==> src/rtl/counter_run_ctrl_if.sv <==
// Command/status bundle for counter_run_ctrl: a valid/ready command channel
// plus the count and status flags the sequencer publishes.
// slave = the sequencer; master = the software-facing controller driving commands.
interface counter_run_ctrl_if #(
    parameter int WIDTH = 3,
    parameter int PRE_W = 4
);
    logic             cmd_valid;
    logic             cmd_ready;
    logic [1:0]       cmd_op;
    logic [WIDTH-1:0] cmd_limit;
    logic [PRE_W-1:0] cmd_prescale;
    logic             cmd_periodic;
    logic [WIDTH-1:0] count;
    logic             busy;
    logic             paused;
    logic             done;
    logic             err;

    modport slave (
        input  cmd_valid, cmd_op, cmd_limit, cmd_prescale, cmd_periodic,
        output cmd_ready, count, busy, paused, done, err
    );

    modport master (
        output cmd_valid, cmd_op, cmd_limit, cmd_prescale, cmd_periodic,
        input  cmd_ready, count, busy, paused, done, err
    );
endinterface

==> src/rtl/counter_run_ctrl.sv <==
// Purpose: run-control sequencer owning a prescaled WIDTH-bit counter; START/STOP/PAUSE/RESUME commands.
// Latency: command effect visible next cycle; done/err are registered one-cycle pulses.
// Backpressure: cmd_ready is low only during the single DONE cycle; a held command is taken the cycle after.
// Ports: clk, rst_n (async active-low); bus (slave modport) carries the command channel,
//        count, busy, paused, done and err.
module counter_run_ctrl #(
    parameter int WIDTH = 3,
    parameter int PRE_W = 4
) (
    input  logic                 clk,
    input  logic                 rst_n,
    counter_run_ctrl_if.slave    bus
);
    localparam logic [1:0] OP_START  = 2'b00;
    localparam logic [1:0] OP_STOP   = 2'b01;
    localparam logic [1:0] OP_PAUSE  = 2'b10;
    localparam logic [1:0] OP_RESUME = 2'b11;

    typedef enum logic [1:0] {
        S_IDLE  = 2'b00,
        S_RUN   = 2'b01,
        S_PAUSE = 2'b10,
        S_DONE  = 2'b11
    } state_t;

    state_t           state;
    logic [WIDTH-1:0] count;
    logic [PRE_W-1:0] pre_cnt;
    logic [WIDTH-1:0] limit_q;
    logic [PRE_W-1:0] prescale_q;
    logic             periodic_q;
    logic             done;
    logic             err;

    logic             ready;
    logic             accept;

    assign ready  = (state != S_DONE);
    assign accept = bus.cmd_valid && ready;

    assign bus.cmd_ready = ready;
    assign bus.busy      = (state == S_RUN) || (state == S_PAUSE);
    assign bus.paused    = (state == S_PAUSE);
    assign bus.count     = count;
    assign bus.done      = done;
    assign bus.err       = err;

    always_ff @(posedge clk or negedge rst_n) begin
        if (!rst_n) begin
            state      <= S_IDLE;
            count      <= '0;
            pre_cnt    <= '0;
            limit_q    <= '0;
            prescale_q <= '0;
            periodic_q <= 1'b0;
            done       <= 1'b0;
            err        <= 1'b0;
        end else begin
            done <= 1'b0;
            err  <= 1'b0;

            if (state == S_DONE) begin
                // DONE never accepts a command and always falls back to IDLE.
                state <= S_IDLE;
            end else if (accept) begin
                // An accepted command wins over a tick in the same cycle; that tick is dropped,
                // so pre_cnt stays at prescale and the tick fires on the next RUN cycle.
                unique case (bus.cmd_op)
                    OP_START: begin
                        limit_q    <= bus.cmd_limit;
                        prescale_q <= bus.cmd_prescale;
                        periodic_q <= bus.cmd_periodic;
                        count      <= '0;
                        pre_cnt    <= '0;
                        state      <= S_RUN;
                    end
                    OP_STOP: begin
                        pre_cnt <= '0;
                        state   <= S_IDLE;
                    end
                    OP_PAUSE: begin
                        if (state == S_RUN) state <= S_PAUSE;
                        else                err   <= 1'b1;
                    end
                    OP_RESUME: begin
                        if (state == S_PAUSE) state <= S_RUN;
                        else                  err   <= 1'b1;
                    end
                    default: ;
                endcase
            end else if (state == S_RUN) begin
                if (pre_cnt == prescale_q) begin
                    pre_cnt <= '0;
                    if (count != limit_q) begin
                        count <= count + WIDTH'(1);
                    end else begin
                        // Terminal count: count never passes limit, so no wrap is possible.
                        done <= 1'b1;
                        if (periodic_q) count <= '0;
                        else            state <= S_DONE;
                    end
                end else begin
                    pre_cnt <= pre_cnt + PRE_W'(1);
                end
            end
        end
    end
endmodule

==> src/flat_wrapper.sv <==
// flat-port wrapper written by rule: the top's interface ports become plain ports
module counter_run_ctrl_flat 
#(
    parameter int WIDTH = 3,
    parameter int PRE_W = 4
)
  (clk, rst_n, bus_cmd_valid, bus_cmd_op, bus_cmd_limit, bus_cmd_prescale, bus_cmd_periodic, bus_cmd_ready, bus_count, bus_busy, bus_paused, bus_done, bus_err);
  counter_run_ctrl_if #(.WIDTH(WIDTH), .PRE_W(PRE_W)) bus_i ();
  input  logic clk;
  input  logic rst_n;
  input wire logic [$bits(bus_i.cmd_valid)-1:0] bus_cmd_valid;
  input wire logic [$bits(bus_i.cmd_op)-1:0] bus_cmd_op;
  input wire logic [$bits(bus_i.cmd_limit)-1:0] bus_cmd_limit;
  input wire logic [$bits(bus_i.cmd_prescale)-1:0] bus_cmd_prescale;
  input wire logic [$bits(bus_i.cmd_periodic)-1:0] bus_cmd_periodic;
  output wire logic [$bits(bus_i.cmd_ready)-1:0] bus_cmd_ready;
  output wire logic [$bits(bus_i.count)-1:0] bus_count;
  output wire logic [$bits(bus_i.busy)-1:0] bus_busy;
  output wire logic [$bits(bus_i.paused)-1:0] bus_paused;
  output wire logic [$bits(bus_i.done)-1:0] bus_done;
  output wire logic [$bits(bus_i.err)-1:0] bus_err;
  assign bus_i.cmd_valid = bus_cmd_valid;
  assign bus_i.cmd_op = bus_cmd_op;
  assign bus_i.cmd_limit = bus_cmd_limit;
  assign bus_i.cmd_prescale = bus_cmd_prescale;
  assign bus_i.cmd_periodic = bus_cmd_periodic;
  assign bus_cmd_ready = bus_i.cmd_ready;
  assign bus_count = bus_i.count;
  assign bus_busy = bus_i.busy;
  assign bus_paused = bus_i.paused;
  assign bus_done = bus_i.done;
  assign bus_err = bus_i.err;
  counter_run_ctrl #(.WIDTH(WIDTH), .PRE_W(PRE_W)) u_core (.clk(clk), .rst_n(rst_n), .bus(bus_i));
endmodule
==> config.mk <==
export PLATFORM = sky130hd
export DESIGN_NAME = counter_run_ctrl_flat
export DESIGN_NICKNAME = d
export VERILOG_FILES = /design/src/rtl/counter_run_ctrl_if.sv /design/src/rtl/counter_run_ctrl.sv /design/src/flat_wrapper.sv
export SDC_FILE = /design/constraint.sdc
export NUM_CORES = 1
export LEC_CHECK = 0
export BUFFER_PORTS_ARGS = -buffer_cell sky130_fd_sc_hd__buf_4
export CAP_MARGIN = 25
export CORE_AREA = 2 2 56 58
export DETAILED_ROUTE_END_ITERATION = 10
export DIE_AREA = 0 0 58 60
export SLEW_MARGIN = 5
export SYNTH_ARGS = -nofsm -noshare
export SYNTH_HDL_FRONTEND = slang
export SYNTH_SLANG_ARGS = --single-unit
==> constraint.sdc <==
create_clock -name clk -period 1.9 [get_ports clk]
set_clock_uncertainty 0.05 [all_clocks]
set_input_delay 0.285 -clock clk [delete_from_list [all_inputs] [get_ports clk]]
set_output_delay 0.285 -clock clk [all_outputs]
set_load 0.02 [all_outputs]
==> After elaboration in Yosys (flattened, before gate mapping) <==
Cells that the tools add are included.
{ "classes": {"n_eq_ne": 15, "muxes": 29, "n_bitwise": 1, "n_addsub": 2, "reduce_logical": 13} }
{ "op_table": {"columns": ["operator", "n"], "rows": [
  ["$mux 3", 6],
  ["$mux 2", 8],
  ["$mux 4", 4],
  ["$mux 1", 9],
  ["$reduce_bool 3->1", 3],
  ["$eq 2x2->1 const B", 4],
  ["$pmux 2 s4", 1],
  ["$ne 2x2->1 const B", 3],
  ["$ne 3x1->1 const B", 2],
  ["$reduce_and 3->1", 2],
  ["$reduce_and 6->1", 1],
  ["$reduce_and 5->1", 1],
  ["$add 4x1->4 const B", 1],
  ["$eq 2x1->1 const B", 2],
  ["$eq 4x4->1", 1],
  ["$ne 4x4->1 const B", 1],
  ["$reduce_bool 2->1", 2],
  ["$add 3x1->3 const B", 1],
  ["$ne 3x3->1", 1],
  ["$ne 3x3->1 const B", 1],
  ["$logic_not 2->1", 1],
  ["$pmux 1 s2", 1],
  ["$reduce_or 2->1", 1],
  ["$logic_and 1x1->1", 1],
  ["2 further kinds", 2]
]} }
{ "totals": {"ff_bits": 19} }

==> Logic depth before layout (Yosys ltp) <==
{ "logic_depth": {"word_depth": 6, "ltp_mapped": 6, "mapped_depth_nobuf": 6} }

==> Worst setup path after synthesis <==
OpenSTA, ideal clock, no wires.
{ "synth_path": {"path_type": "register to register", "startpoint": "register u_core.count[0], in the netlist u_core.bus.count[0]", "endpoint": "register u_core.count[0], in the netlist u_core.bus.count[0]", "stages_incl_launch_ff": 5, "t_required_ns": 1.725, "arrival_ns": 1.341, "period_less_slack_ns": 1.516, "path_slack_ns": 0.384, "cell_sequence": "dfrtp_1 -> xor2_1 -> nor3_1 -> nor3_1 -> mux2_4"} }
{ "synth_between": {"elab_chain_len": 5, "elab_cells_between_ends": 8} }
{ "synth_rtl": {"columns": ["item", "line", "rtl"], "rows": [
  ["from (decl)", "counter_run_ctrl.sv:27", "logic [WIDTH-1:0] count;"],
  ["from (signal assigned)", "counter_run_ctrl.sv:95", "count <= count + WIDTH'(1);"],
  ["$add 3x1->3 or $ne 3x3->1 (tied branches)", "counter_run_ctrl.sv:95, counter_run_ctrl.sv:94", null],
  ["$mux 3", "counter_run_ctrl.sv:94", "if (count != limit_q) begin"],
  ["$mux 3", "counter_run_ctrl.sv:92", "if (pre_cnt == prescale_q) begin"],
  ["$mux 3", "counter_run_ctrl.sv:91", "end else if (state == S_RUN) begin"],
  ["$mux 3", "counter_run_ctrl.sv:65", "end else if (accept) begin"]
]} }
Several ways; a longest one is shown, not always the timed one. The select of a mux whose other input is x is not followed.
A chain may end at the register's enable or synchronous reset.

==> Worst setup path after layout <==
{ "layout_path": {"startpoint": "register u_core.state[1]", "endpoint": "output port bus_cmd_ready"} }
{ "layout_between": {"elab_chain_len": 1} }
{ "layout_rtl": {"columns": ["item", "line", "rtl"], "rows": [
  ["from (decl)", "counter_run_ctrl.sv:26", "state_t state;"],
  ["from (signal assigned)", "counter_run_ctrl.sv:50", "state <= S_IDLE;"],
  ["from (signal assigned)", "counter_run_ctrl.sv:64", "state <= S_IDLE;"],
  ["from (signal assigned)", "counter_run_ctrl.sv:75", "state <= S_RUN;"],
  ["$ne 2x2->1", "counter_run_ctrl.sv:38", "assign ready = (state != S_DONE);"],
  ["to (decl)", "flat_wrapper.sv:16", "output wire logic [$bits(bus_i.cmd_ready)-1:0] bus_cmd_ready;"]
]} }
Every way passes these cells.

==> metrics.md <==
| Metric | Value |
|---|---|
| Outcome | `completed` |
| Worst hold path type | `in2reg` |
| # Max-Cap Violations | `0` |
| Slew @ Worst Pin | `0.450 ns` |
| Simple-Gate Fraction of Synth Area | `13.5%` |
| DPL Wire Length | `1710 µm` |
| Crit path buf inv count | `2` |
| Setup TNS | `0 ns` |
| TritonCTS Buffers | `3` |
| Endpoints failing setup | `0` |
| Avg Inst Size Synth | `11.1 µm²` |
| RSZ-0062 raised after global routing | `no` |
| Syn nets | `126` |
| Vias in the first global route | `881` |
| Final std cell area, no fill | `0.00137 mm²` |
| Fin crit share | `89.9%` |
| Iter 0 DRT Violations | `29` |
| Vias | `854` |
| Hold Fails Final Rpt | `0` |
| Die outline area | `0.00348 mm²` |
| Post-CTS resize count | `0` |
| Final #Nets | `151` |
| Reg2Reg Setup Slack | `0.24 ns` |
| Synth Area in Adders | `9.74%` |
| YS warnings | `0` |
| Clk sinks | `19` |
| Pwr/cell area | `1230 mW/mm²` |
| Clock latency on the worst-skew pair | `0.31 ns` |
| Critical Path RT | `1.56 ns` |
| # rows | `20` |
| Worst Path Class, Setup | `reg2out` |
| Largest vdd supply drop | `0.673 mV` |
| Number of diodes | `0` |
| Crit-path cells | `ha_1 -> inv_2 -> buf_4` |
| Seq cells post-synth | `19` |
| Chip width | `58 µm` |
| Initial antenna violation count | `0` |
| Detailed Route WL | `2210 µm` |
| Post-synthesis mux area share | `9.96%` |
| Delay-heaviest family, CP | `flip-flops` |
| Routability cong. | `0.775` |
| Clock Path Buffers | `2` |
| Drt pass-1 iters | `4` |
| Clk slew on worst S/H paths | `0.12 ns` |
| Worst setup SP type | `flip-flop` |
| Critical Path Fanout Max | `6` |
| Static Leak | `0.634 nW` |
| Vias per inst | `5.30` |
| Largest net degree at the start of global routing | `20` |
| Area of the multi-input gates | `624 µm²` |
| Total GRT Usage | `14.7%` |
| I/O pins | `21` |
| Sequential-to-total area share from yosys stat | `41.1%` |
| Core Area | `0.00290 mm²` |
| DRC viols | `0` |
| Fill cells | `277` |
| Placed inst area | `0.00134 mm²` |
| Antenna-violating nets left | `0` |
| Per-cell routed wire length | `13.7 µm` |
| Largest family of logic cells by synthesized area | `compound AO/OA/AOI/OAI gates` |
| CP max stage delay | `0.43 ns` |
| Post-Syn Area | `0.00116 mm²` |
| Tmin final | `1.71 ns` |
| CTS tree | `done` |
| Slew margin rel. | `69.8%` |
| Crit end category | `output port` |
| Die height | `60 µm` |
| Initial core utilization | `39.8%` |
| Root Buffer | `clkbuf_4` |
| Slew Viols, Final | `0` |
| CP max-delay cell | `dfrtp_1` |
| # port buffers | `20` |
| Synthesized instance count | `104` |
| Compound-Gate Fraction of Synth Area | `15.5%` |
| First-pass GRT wire length | `3860 µm` |
| Area Overhead vs Synth | `18.8%` |
| Peak Freq | `586 MHz` |
| Worst path arrival time | `1.37 ns` |
| Synth Area in XOR/XNOR | `5.30%` |
| Layout cells sized above 1 | `34.4%` |
| H-tree lvl count | `1` |
| Unique cell type count in the Yosys netlist | `41` |
| Grt ovf | `0` |
| Sequential Area | `475 µm²` |
registers in the layout (all words and copies together) (netlist names):
signal,count
u_core.prescale_q,4
u_core.state,2
u_core.limit_q,3
u_core.pre_cnt,4
u_core.periodic_q,1
u_core.bus.done,1
u_core.bus.count,3
u_core.bus.err,1
synthesized netlist by cell type (all sizes together):
| cell | number | share of area [%] |
|---|---|---|
| dfrtp | 19 | 41 |
| inv | 10 | 3.2 |
| ha | 9 | 9.7 |
| mux2 | 9 | 9.1 |
| a21oi | 6 | 3.9 |
| nand2b | 6 | 3.2 |
| nand2 | 4 | 1.5 |
| xnor2 | 4 | 3.0 |
| nor2 | 3 | 0.97 |
| xor2 | 3 | 2.3 |
| a31oi | 2 | 1.1 |
| buf | 2 | 1.6 |
| nand3 | 2 | 0.87 |
| nand4 | 2 | 1.1 |
| nor2b | 2 | 1.3 |
| nor3 | 2 | 0.87 |
| o21ai | 2 | 1.2 |
| o32ai | 2 | 1.5 |
| a2111oi | 1 | 0.76 |
| a21o | 1 | 0.65 |
| a22o | 1 | 0.76 |
| a311oi | 1 | 0.76 |
| a31o | 1 | 0.76 |
| and2 | 1 | 0.54 |
| and4 | 1 | 0.76 |
| mux2i | 1 | 0.87 |
| nand4b | 1 | 0.76 |
| nor4 | 1 | 0.54 |
| o221ai | 1 | 2.3 |
| o2bb2ai | 1 | 0.76 |
| o31ai | 1 | 1.1 |
| or2 | 1 | 0.54 |
| or3 | 1 | 0.54 |
cell families after synthesis:
| group | Yosys count |
|---|---|
| AOI/OAI and AO/OA | 20 |
| xor gates and xnor gates | 7 |
| adders and majority gates | 9 |
| buffers and inverters | 12 |
| DFF | 19 |
| muxes | 10 |
| and+or+nand+nor | 27 |
path summary, 6_finish.rpt:
check / end / depth (start not counted) / startpoint
max in group asynchronous: u_core.limit_q[1] / 2 / rst_n
setup / recovery: bus_cmd_ready / 3 / u_core.state[1]
min in group asynchronous: u_core.state[1] / 2 / rst_n
hold / removal: u_core.periodic_q / 2 / bus_cmd_periodic
setup reg to reg: u_core.limit_q[1] / 4 / u_core.state[1]
hold reg to reg: u_core.prescale_q[1] / 1 / u_core.prescale_q[1]
power by group:
part	internal, mW	switching (mW)	leakage (nW)
clock network	0.0786	0.138	0.0177
logic	0.391	0.415	0.378
registers	0.539	0.136	0.238
total	1.01	0.688	0.634
through the flow:
step / power, mW / hold WS [ns] / std cells / setup WS [ns] / util (%)
after floorplan: 1.27 / -0.0606 / 104 / 0.384 / -
after global placement: 1.47 / 0.122 / 156 / 0.264 / 46.0
after detailed placement: 1.49 / 0.129 / 156 / 0.250 / 46.0
after CTS: 1.71 / 0.144 / 161 / 0.185 / 47.3
after global routing: 1.84 / 0.128 / 161 / 0.122 / 47.3
final: 1.70 / 0.152 / 161 / 0.193 / 47.3
cell usage in the layout, fill, tap and decap left out, types with 2 or more instances in the layout:
cell	instances
buf_4	21
dfrtp_1	19
inv_1	9
ha_1	9
mux2_2	8
nand2b_1	6
xnor2_1	4
a21oi_1	4
nand2_1	3
nor2_1	3
xor2_1	3
clkbuf_4	3
a31oi_1	2
nand4_1	2
nor3_1	2
nand3_1	2
o32ai_1	2
metal layers:
| layer | vias up | global-route usage [%] | share of wire, % |
|---|---|---|---|
| li1 | 415 | - | - |
| met1 | 411 | 17.2 | 44 |
| met2 | 24 | 25.0 | 50 |
| met3 | 4 | 4.76 | 4.5 |
| met4 | 0 | 5.65 | 1.5 |
| met5 | - | 0 | 0 |
layout make-up:
class                   count  area share [%]
multi-input cells          73            45.4
inverters                  10            2.73
repair buffers             22            12.2
clock inverters             1           0.364
flip-flops and latches     19            34.6
well taps                  33            3.01
clock buffers               3            1.64
worst register-to-register path, delay by kind of cell, from the launching register on:
family | cells | cell delay [ns]
adders and majority gates | 1 | 0.39
DFF | 1 | 0.43
and+or+nand+nor | 2 | 0.33
muxes | 1 | 0.36
what timing repair did:
item / in CTS / in global routing
hold buffers: 1 / 0
buffers inserted: 0 / 0
endpoints found under the hold margin: 19 / 0
Power figures use the tool's default switching activity.
